File: src/rtl/tqvp_htfab_vga_capture.sv
`default_nettype none
// ============================================================================
// Module   : tqvp_htfab_vga_capture
// Purpose  : TinyQV peripheral that captures a monochrome VGA stream from the
//            input PMOD into a 32x16 one-bit frame buffer. The CPU reads one
//            32-bit word per row and gets a sticky frame-done interrupt.
// Revision : 1.0 - initial release
// ============================================================================
module tqvp_htfab_vga_capture #(
  parameter int SYNC_NEG = 1,
  parameter int H_BACK   = 122,
  parameter int PIX_CLKS = 51,
  parameter int V_BACK   = 33,
  parameter int LINE_DIV = 30
) (
  input  logic        clk,
  input  logic        rst,
  input  logic [7:0]  ui_in,
  input  logic [5:0]  address,
  input  logic [31:0] data_in,
  input  logic [1:0]  data_write_n,
  input  logic [1:0]  data_read_n,
  output logic [31:0] data_out,
  output logic        data_ready,
  output logic        user_interrupt
);

  localparam logic [2:0]  c_IDLE   = 3'd0;
  localparam logic [2:0]  c_ARM    = 3'd1;
  localparam logic [2:0]  c_VBACK  = 3'd2;
  localparam logic [2:0]  c_ACTIVE = 3'd3;
  localparam logic [2:0]  c_DONE   = 3'd4;

  localparam logic        c_SYNC_NEG   = (SYNC_NEG != 0);
  // hc value of the first sample point (middle of logical pixel 0)
  localparam logic [12:0] c_HC_FIRST   = 13'(H_BACK + PIX_CLKS / 2);
  localparam logic [12:0] c_HC_STEP    = 13'(PIX_CLKS);
  localparam logic [8:0]  c_LINE_LAST  = 9'(16 * LINE_DIV - 1);
  localparam logic [8:0]  c_SUB_CAP    = 9'(LINE_DIV / 2);
  localparam logic [8:0]  c_SUB_LAST   = 9'(LINE_DIV - 1);
  localparam logic [8:0]  c_VBACK_LAST = 9'(V_BACK - 1);

  logic [2:0]  r_state;
  logic [2:0]  w_state_nx;
  logic        w_set_done;
  logic        r_continuous;
  logic        r_frame_done;
  logic        r_hs_d;
  logic        r_vs_d;
  logic [12:0] r_hc;
  logic [12:0] r_nx_hc;
  logic [5:0]  r_x;
  logic [31:0] r_ls;
  logic [8:0]  r_line;
  logic [8:0]  r_sub;
  logic [3:0]  r_row;
  logic [8:0]  r_vcnt;
  logic [31:0] r_rows [16];

  // Syncs normalised to active-high, and their edges against last cycle
  logic w_hs, w_vs, w_hs_lead, w_hs_trail, w_vs_lead, w_vs_trail;
  assign w_hs       = ui_in[7] ^ c_SYNC_NEG;
  assign w_vs       = ui_in[3] ^ c_SYNC_NEG;
  assign w_hs_lead  = w_hs & ~r_hs_d;
  assign w_hs_trail = ~w_hs & r_hs_d;
  assign w_vs_lead  = w_vs & ~r_vs_d;
  assign w_vs_trail = ~w_vs & r_vs_d;

  // Control byte decode
  logic w_byte_wr, w_arm, w_stop, w_clr;
  assign w_byte_wr = (data_write_n == 2'b00);
  assign w_arm     = w_byte_wr & data_in[0];
  assign w_clr     = w_byte_wr & data_in[2];
  assign w_stop    = w_byte_wr & data_in[3];

  // Row store happens on the hsync leading edge that closes a capture line
  logic w_row_wr;
  assign w_row_wr = (r_state == c_ACTIVE) && w_hs_lead && !w_vs_lead && !w_stop
                    && (r_sub == c_SUB_CAP);

  assign user_interrupt = r_frame_done;

  // Inputs that carry no meaning for this peripheral
  logic w_unused;
  assign w_unused = ^{ui_in[5:4], ui_in[2:0], address[1:0], data_in[31:4]};

  // Previous sync levels for edge detection
  always_ff @(posedge clk) begin
    if (rst) begin
      r_hs_d <= 1'b0;
      r_vs_d <= 1'b0;
    end else begin
      r_hs_d <= w_hs;
      r_vs_d <= w_vs;
    end
  end

  // Next-state logic; stop overrides every other transition
  always_comb begin
    w_state_nx = r_state;
    w_set_done = 1'b0;
    case (r_state)
      c_IDLE:   if (w_arm) w_state_nx = c_ARM;
      c_ARM:    if (w_vs_trail) w_state_nx = c_VBACK;
      c_VBACK: begin
        if (w_vs_lead) w_state_nx = c_ARM;
        else if (w_hs_trail && r_vcnt == c_VBACK_LAST) w_state_nx = c_ACTIVE;
      end
      c_ACTIVE: begin
        if (w_vs_lead) begin
          w_state_nx = c_ARM;
        end else if (w_hs_lead && r_line == c_LINE_LAST) begin
          w_state_nx = c_DONE;
          w_set_done = 1'b1;
        end
      end
      c_DONE:   w_state_nx = r_continuous ? c_ARM : c_IDLE;
      default:  w_state_nx = c_IDLE;
    endcase
    if (w_stop) begin
      w_state_nx = c_IDLE;
      w_set_done = 1'b0;
    end
  end

  // State, continuous-mode flag and sticky frame-done (set beats clear)
  always_ff @(posedge clk) begin
    if (rst) begin
      r_state      <= c_IDLE;
      r_continuous <= 1'b0;
      r_frame_done <= 1'b0;
    end else begin
      r_state <= w_state_nx;
      if (w_byte_wr) r_continuous <= data_in[1];
      if (w_set_done) r_frame_done <= 1'b1;
      else if (w_clr) r_frame_done <= 1'b0;
    end
  end

  // Back-porch line counter, only live while in VBACK
  always_ff @(posedge clk) begin
    if (rst || r_state != c_VBACK) r_vcnt <= '0;
    else if (w_hs_trail) r_vcnt <= r_vcnt + 9'd1;
  end

  // Line clock counter and pixel sampler; next sample point tracked incrementally
  always_ff @(posedge clk) begin
    if (rst) begin
      r_hc    <= '0;
      r_nx_hc <= c_HC_FIRST;
      r_x     <= '0;
      r_ls    <= '0;
    end else if (w_hs_trail) begin
      r_hc    <= '0;
      r_nx_hc <= c_HC_FIRST;
      r_x     <= '0;
      r_ls    <= '0;
    end else begin
      if (r_hc != '1) r_hc <= r_hc + 13'd1;
      if (r_state == c_ACTIVE && !r_x[5] && r_hc == r_nx_hc) begin
        r_ls[r_x[4:0]] <= ui_in[6];
        r_x            <= r_x + 6'd1;
        r_nx_hc        <= r_nx_hc + c_HC_STEP;
      end
    end
  end

  // Line position: absolute line, line within row, and row index
  always_ff @(posedge clk) begin
    if (rst || r_state != c_ACTIVE) begin
      r_line <= '0;
      r_sub  <= '0;
      r_row  <= '0;
    end else if (w_hs_lead) begin
      r_line <= r_line + 9'd1;
      if (r_sub == c_SUB_LAST) begin
        r_sub <= '0;
        r_row <= r_row + 4'd1;
      end else begin
        r_sub <= r_sub + 9'd1;
      end
    end
  end

  // Frame buffer rows
  always_ff @(posedge clk) begin
    if (rst) begin
      for (int i = 0; i < 16; i++) r_rows[i] <= '0;
    end else if (w_row_wr) begin
      r_rows[r_row] <= r_ls;
    end
  end

  // Registered read port with a one-cycle ready pulse per request
  always_ff @(posedge clk) begin
    if (rst) begin
      data_out   <= '0;
      data_ready <= 1'b0;
    end else if (data_read_n == 2'b10) begin
      data_out   <= r_rows[address[5:2]];
      data_ready <= 1'b1;
    end else if (data_read_n == 2'b00) begin
      data_out   <= {28'b0, (r_state == c_ACTIVE), (r_state != c_IDLE),
                     r_continuous, r_frame_done};
      data_ready <= 1'b1;
    end else begin
      data_ready <= 1'b0;
    end
  end

endmodule
`default_nettype wire

File: config.mk
export PLATFORM = sky130hd
export DESIGN_NAME = tqvp_htfab_vga_capture
export DESIGN_NICKNAME = d
export VERILOG_FILES = /design/src/rtl/tqvp_htfab_vga_capture.sv
export SDC_FILE = /design/constraint.sdc
export NUM_CORES = 1
export LEC_CHECK = 0
export CAP_MARGIN = 20
export CELL_PAD_IN_SITES_DETAIL_PLACEMENT = 1
export CELL_PAD_IN_SITES_GLOBAL_PLACEMENT = 2
export CORE_ASPECT_RATIO = 1.5
export CORE_MARGIN = 4
export CORE_UTILIZATION = 40
export DETAILED_ROUTE_END_ITERATION = 12
export GPL_TIMING_DRIVEN = 0
export HOLD_SLACK_MARGIN = 0.06
export PLACE_DENSITY_LB_ADDON = 0.1
export SLEW_MARGIN = 30
export SYNTH_ARGS = -nofsm -noshare
export SYNTH_HDL_FRONTEND = slang
export SYNTH_SLANG_ARGS = --single-unit
File: constraint.sdc
create_clock -name clk -period 2.8 [get_ports clk]
set_clock_uncertainty 0.15 [all_clocks]
set_input_delay 0.56 -clock clk [delete_from_list [all_inputs] [get_ports clk]]
set_output_delay 0.56 -clock clk [all_outputs]
set_load 0.02 [all_outputs]
==> results of run 1 <==
-- state kept, by name, indices dropped and copies added, names as in the netlist --
| signal | cells |
|---|---|
| r_vcnt | 9 |
| r_hc | 13 |
| user_interrupt | 1 |
| r_continuous | 1 |
| r_ls | 32 |
| r_line | 9 |
| r_x | 6 |
| r_rows | 512 |
| r_vs_d | 1 |
| data_out | 32 |
| r_nx_hc | 13 |
| r_hs_d | 1 |
| data_ready | 1 |
| r_state | 3 |
| r_sub | 9 |
| r_row | 4 |
-- critical path: stages (launching register included) --
cell and delay [ns]:
dfxtp_1 0.33, or4_1 0.59, nor4_4 0.22, buf_4 0.19, nand3_2 0.24, nor3_4 0.24
buf_4 0.21, or2_4 0.20, buf_12 0.15
-- per-stage QoR --
stage                     utilization (%)   TNS, ns
after floorplan                         -         0
after global placement               42.9  -1136.90
after detailed placement             42.9  -1144.35
after CTS                            48.0         0
after global routing                 48.3     -4.63
final                                48.3   -0.0670
-- path summary, 6_finish.rpt --
check	depth (start not counted)	start	end	slack, ns
worst max-delay path	8	r_sub[8]$_SDFFE_PP0N_	r_rows[2][9]$_SDFFCE_PN0P_	-0.01
worst min-delay path	1	data_out[11]$_SDFFE_PP0P_	data_out[11]$_SDFFE_PP0P_	0.30
worst max register to register	8	r_sub[8]$_SDFFE_PP0N_	r_rows[2][9]$_SDFFCE_PN0P_	-0.01
worst min register to register	1	data_out[11]$_SDFFE_PP0P_	data_out[11]$_SDFFE_PP0P_	0.30
-- power by group --
part           leakage (nW)  internal (mW)  switching [mW]
Clock                  1.06           5.28            3.88
Combinational          5.89          0.615           0.929
Sequential             5.95           10.7           0.138
Total                  12.9           16.6            4.95
-- cells by family (layout without fill, tap and decap cells) --
logic type / after synthesis / count (layout) / synth area share (%)
AND/OR/NAND/NOR: 875 / 891 / 18.0
flip-flops: 647 / 647 / 61.4
AO/OA/AOI/OAI: 231 / 231 / 5.37
multiplexers: 217 / 217 / 10.4
buffers and inverters: 191 / 439 / 2.83
XOR/XNOR: 47 / 47 / 1.40
adder cells (fa/ha/maj): 15 / 15 / 0.637
-- area by class of cell --
type / count / area, um^2
tap: 984 / 1230
fill: 7334 / 37700
inverter: 18 / 67.6
multi-input combinational: 1401 / 10900
clock buffer: 88 / 1840
sequential: 647 / 18100
timing repair buffer: 131 / 1860
buffer: 171 / 857
clock inverter: 31 / 338
-- layer usage --
layer | wire, um | up-vias | global-route usage (%)
met4 | 5190 | 0 | 12.1
met1 | 37300 | 10100 | 29.3
met3 | 4940 | 220 | 3.52
met2 | 54800 | 585 | 48.1
li1 | - | 8504 | -
met5 | 0 | - | 0
-- Yosys cell counts (all sizes together) (19+ instances only) --
library cell and count:
o21ai 37, nand2 102, and2 517, a21oi 54, dfxtp 135, mux2i 143
or2 20, buf 35, a21o 19, o31ai 28, a22oi 25, xor2 36
a221oi 24, nand3 51, clkbuf 138, mux4 71, edfxtp 512, nor2 77
-- timing repair --
action | 4_1_cts | 5_1_grt
buffers inserted | 73 | 9
gates cloned | 16 | 0
resized for setup | 74 | 47
setup endpoints to repair | 1054 | 492
pin swaps | 18 | 5
==> qor.csv, run 1 <==
stage,metric,value,unit
drt,num_vias,19400,
floorplanning,start_util,40.4,%
drt,drt_iter0_markers,1583,
setup_path,worst_setup_sp_type,flip-flop,
power_and_ir_drop,total_power,21.6,mW
synthesis,postSynthNetCount,2290,
clock_network,clk_transition_reported_paths,0.06,ns
drt,final_antenna_net_count,0,
setup_path,critical_path.endpoint_type,flip-flop,
floorplanning,die_w,230,um
clock_network,clock_tree.buffer_depth,3,
synthesis,synth_enable_flop_cells,512,
clock_network,ctsHtreeMaxLevel,3,
synthesis,postSynthRegisterBits,647,
floorplanning,std_cell_rows,121,
grt,grt_antenna_before_repair,0,
run,max_cap_viol_count,0,
drt,detail_route.first_pass.iterations,5,
placed_design,port_buffers,49,
setup_path,critical_path_peak_fanout,5,
floorplanning,die_area,0.0781,mm^2
synthesis,synthesis.area_per_instance,13.2,um^2
floorplanning,top_level_ports,86,
placed_design,post_dp_cell_area,0.0312,mm^2
sta,relSlewSlack,38.1,%
sta,hold_viol,0,
setup_path,cp.arrival,3.00,ns
synthesis,ys_warnings,0,
synthesis,synth_largest_type_area_fraction,52.2,%
finish,final_design_area_no_fill,0.0351,mm^2
placed_design,pre_cts_slack,-1.39,ns
sta,min_period_over_period,100,%
setup_path,required,2.99,ns
clock_network,holdBufCountCts,0,
clock_network,cts_root_buf,clkbuf_16,
finish,antenna_cells,0,
finish,layout_area_overhead,19.3,%
sta,max_freq,356,MHz
sta,period_needed,2.81,ns
setup_path,crit_type,flip-flop to flip-flop,
clock_network,tritoncts.num_buffers,67,
finish,final_nets,2504,
power_and_ir_drop,power_leakage,12.9,nW
sta,finalMaxSlewViolations,0,
synthesis,synthesis.instances,2223,
floorplanning,die_y,340,um
grt,grt_pass1_vias,20900,
floorplanning,core-area,0.0728,mm^2
sta,timing_worst_slew_pin_value,0.929,ns
drt,avgViaCountPerCell,5.59,
grt,largest_net_degree_at_the_start_of_global_routing,21,
status,outcome,finished with violations,
worst_hold_path,min-delay-path-class,flip-flop to flip-flop,
drt,drc,0,
sta,hold_slack,0.301,ns
synthesis,synth.lib_cells_used.distinct,59,
grt,grt.total_usage,25.9,%
synthesis,post_synth_main_area_contributors,"edfxtp_1, dfxtp_1, and2_1",
clock_network,clk-insertion-delay-late,0.62,ns
synthesis,mappedNetlistArea,0.0295,mm^2
synthesis,postSynth.topFlopCell,edfxtp_1,
clock_network,numClockSinks,647,
synthesis,synth-async-reset-ratio,0,%
placed_design,place.detailed.hpwl,65300,um
power_and_ir_drop,cellPowerDensity,614,mW/mm^2
sta,final-setup-viol-count,14,
placed_design,place_inst,3256,
placed_design,place_congestion,0.821,
status,failed_checks,negative setup slack,
finish,layout.cells.most_common,edfxtp_1,
sta,layout_setup_ws,-0.0106,ns
finish,final_layout_size_suffix_gt1_share,24.6,%
synthesis,post-synth-top-area-cell,edfxtp_1,
synthesis,synth_seq_area_share,61.4,%
finish,leading_cell_types_in_the_layout_fill_and_taps_excluded,"edfxtp_1, and2_1, and2_2",
finish,final_cells,3471,
power_and_ir_drop,irDropWorstVdd,0.498,mV
drt,routed_wire_length_per_instance,29.5,um
drt,totalWireLength,102000,um
grt,grt_overflow,0,
clock_network,cts_tree,yes,
grt,wire_length_of_the_first_global_routing_pass,146000,um
sta,grt_setup_unrepaired,true,
Power figures use the tool's default switching activity.
==> run 2, diff against run 1 <==
CORE_UTILIZATION = 41   (was 40)
CTS_BUF_LIST = sky130_fd_sc_hd__clkbuf_8   (was default)
==> qor.csv, run 2 (synthesis results as in run 1) <==
stage,metric,value,unit,change
clock_network,clk-insertion-delay-late,0.75,ns,+0.13 ns
placed_design,port_buffers,49,,unchanged
sta,hold_viol,0,,unchanged
grt,grt_pass1_vias,21100,,+1.0%
floorplanning,start_util,41.3,%,+0.85 points
finish,layout.filler_cells,7243,,-1.2%
run,max_cap_viol_count,0,,unchanged
drt,drc,0,,unchanged
sta,max_freq,353,MHz,-0.90%
floorplanning,std_cell_rows,120,,-0.83%
setup_path,cp.arrival,3.30,ns,+0.30 ns
power_and_ir_drop,p_clk_share,37.9,%,-4.5 points
finish,biggestRegsByFlops,"r_rows: 512 flops, data_out: 32 flops, r_ls: 32 flops",,
floorplanning,die_area,0.0763,mm^2,-2.4%
floorplanning,die_w,227,um,-1.2%
clock_network,tritoncts.num_buffers,103,,+54%
sta,setup-tns-final,-0.0361,ns,+0.0309 ns
drt,drt_iter0_markers,1548,,-2.2%
finish,area.sequential,0.0181,mm^2,unchanged
floorplanning,top_level_ports,86,,unchanged
sta,min_period_over_period,101,%,+0.91 points
grt,grt_overflow,0,,unchanged
status,failed_checks,negative setup slack,,
sta,final-setup-viol-count,1,,-13
finish,final_layout_size_suffix_gt1_share,25.0,%,+0.37 points
drt,routed_wire_length_per_instance,29.7,um,+0.84%
finish,layout.core_utilization,48.8,%,+0.57 points
setup_path,critical_path_peak_fanout,10,,+5
grt,largest_net_degree_at_the_start_of_global_routing,21,,unchanged
setup_path,worst_setup_path_startpoint,address[3],,
power_and_ir_drop,cellPowerDensity,577,mW/mm^2,-6.1%
power_and_ir_drop,switching_power,5.02,mW,+1.5%
clock_network,numClockSinks,647,,unchanged
status,outcome,finished with violations,,
finish,largest_register_ffs,512,,unchanged
sta,layout_setup_ws,-0.0361,ns,-0.0255 ns
setup_path,required,3.26,ns,+0.27 ns
power_and_ir_drop,cellInternalPower,15.1,mW,-9.4%
clock_network,cts_root_buf,clkbuf_8,,
setup_path,crit_type,primary input to flip-flop,,
worst_hold_path,holdCritStartpoint,data_in[1],,
placed_design,place.detailed.hpwl,64600,um,-0.98%
finish,leading_cell_types_in_the_layout_fill_and_taps_excluded,"edfxtp_1, and2_1, and2_2",,
setup_path,critical_path.reg2reg.startpoint,r_sub[8]$_SDFFE_PP0N_,,
power_and_ir_drop,comb_power_share,7.9,%,+0.7 points
drt,final_antenna_net_count,0,,unchanged
drt,totalWireLength,103000,um,+1.2%
clock_network,cts_tree,yes,,
power_and_ir_drop,power_leakage,13.0,nW,+0.60%
sta,grt_setup_unrepaired,true,,
grt,grt_antenna_before_repair,2,,+2
clock_network,clk_transition_reported_paths,0.06,ns,about the same
finish,registers.top_by_ff_count,r_rows,,
placed_design,place_inst,3187,,-2.1%
drt,avgViaCountPerCell,5.67,,+1.4%
placed_design,place_congestion,0.828,,+0.85%
clock_network,clock_tree.buffer_depth,3,,unchanged
drt,detail_route.first_pass.iterations,5,,unchanged
grt,wire_length_of_the_first_global_routing_pass,147000,um,+0.90%
setup_path,worst_setup_sp_type,primary input,,
worst_hold_path,min-delay-path-class,primary input to flip-flop,,
finish,final_nets,2547,,+1.7%
sta,finalMaxSlewViolations,0,,unchanged
setup_path,critical_path.endpoint_type,flip-flop,,
power_and_ir_drop,seqPwrFrac,54.2,%,+3.8 points
finish,layout_area_overhead,18.3,%,
grt,grt.total_usage,27.1,%,+1.2 points
finish,final_cells,3484,,+0.37%
power_and_ir_drop,irDropWorstVdd,0.346,mV,-30%
sta,relSlewSlack,30.5,%,-7.5 points
sta,timing_worst_slew_pin_value,1.04,ns,+0.113 ns
finish,layout.cells.most_common,edfxtp_1,,
floorplanning,core-area,0.0713,mm^2,-2.1%
drt,num_vias,19800,,+1.8%
power_and_ir_drop,p_sw_share,25.0,%,+2.1 points
finish,multiInputGateArea,0.0109,mm^2,about the same
clock_network,ctsHtreeMaxLevel,3,,unchanged
sta,period_needed,2.84,ns,+0.0255 ns
floorplanning,die_y,336,um,-1.2%
## run 2: changes by cell type in the layout (fill, tap and decap cells not counted), moves of 3 or more
cell / change
buf_2: +5
inv_1: +41
diode_2: +3
clkbuf_8: +111
clkbuf_1: -7
clkbuf_2: -5
clkbuf_4: -9
clkbuf_16: -70
buf_12: +4
bufinv_16: -7
clkinv_1: +13
## run 2: power by group through the flow
stage / registers [mW] / clock network, mW / logic, mW
detailed placement: 11.1 / 0 / 1.29
finish: 10.9 / 7.62 / 1.59
global placement: 11.1 / 0 / 1.28
CTS: 10.9 / 7.75 / 1.56
global route: 10.9 / 8.16 / 1.64
floorplan: 11.1 / 0 / 0.708
## run 2: final timing paths
check                                      to  slack [ns]  depth (start not counted)
setup reg to reg  r_rows[3][13]$_SDFFCE_PN0P_           0                          8
hold reg to reg     data_out[16]$_SDFFE_PP0P_        0.30                          1
setup / recovery     data_out[6]$_SDFFE_PP0P_       -0.04                          8
hold / removal      r_continuous$_SDFFE_PP0N_        0.24                          3
## run 2: metrics by stage
step / hold WS, ns / power, mW / worst slack (ns) / cell area (um^2)
after global placement: 0.284 / 12.3 / -1.37 / 31100
after floorplan: 0.307 / 11.8 / 0.101 / 29500
final: 0.240 / 20.1 / -0.0361 / 34800
after CTS: 0.189 / 20.2 / -0.0142 / 34600
after global routing: 0.234 / 20.7 / -0.0747 / 34800
after detailed placement: 0.295 / 12.4 / -1.42 / 31100
## run 2: per-layer routing
| layer | vias to the layer above | GRT usage [%] | routed length, um |
|---|---|---|---|
| met2 | 662 | 49.7 | 55400 |
| met4 | 0 | 13.7 | 5430 |
| met5 | - | 0 | 0 |
| met3 | 207 | 3.73 | 5270 |
| li1 | 8614 | - | - |
| met1 | 10300 | 30.6 | 37400 |
## run 2: area by class of cell
cell class,instances,area share [%]
Antenna cell,3,0.0216
Buffer,172,2.39
Clock buffer,113,4.46
Clock inverter,78,0.912
Inverter,18,0.194
Multi-Input combinational cell,1401,31.2
Sequential cell,647,51.9
Tap cell,915,3.29
Timing Repair Buffer,137,5.61
## run 2: timing repair
item                       4_1_cts  5_1_grt
gates resized for setup         60       42
hold buffers                     0        0
pin swaps                       13        8
setup endpoints to repair     1045      686
gates cloned                    16        0
buffers inserted                73       15
## run 2: critical path, stage by stage
cell and delay, ns:
clkdlybuf4s50_1 0.68, clkbuf_2 0.42, and2_1 0.21, clkbuf_1 0.52, a22oi_1 0.37, nand2_1 0.17
a21oi_1 0.16, a21o_1 0.18
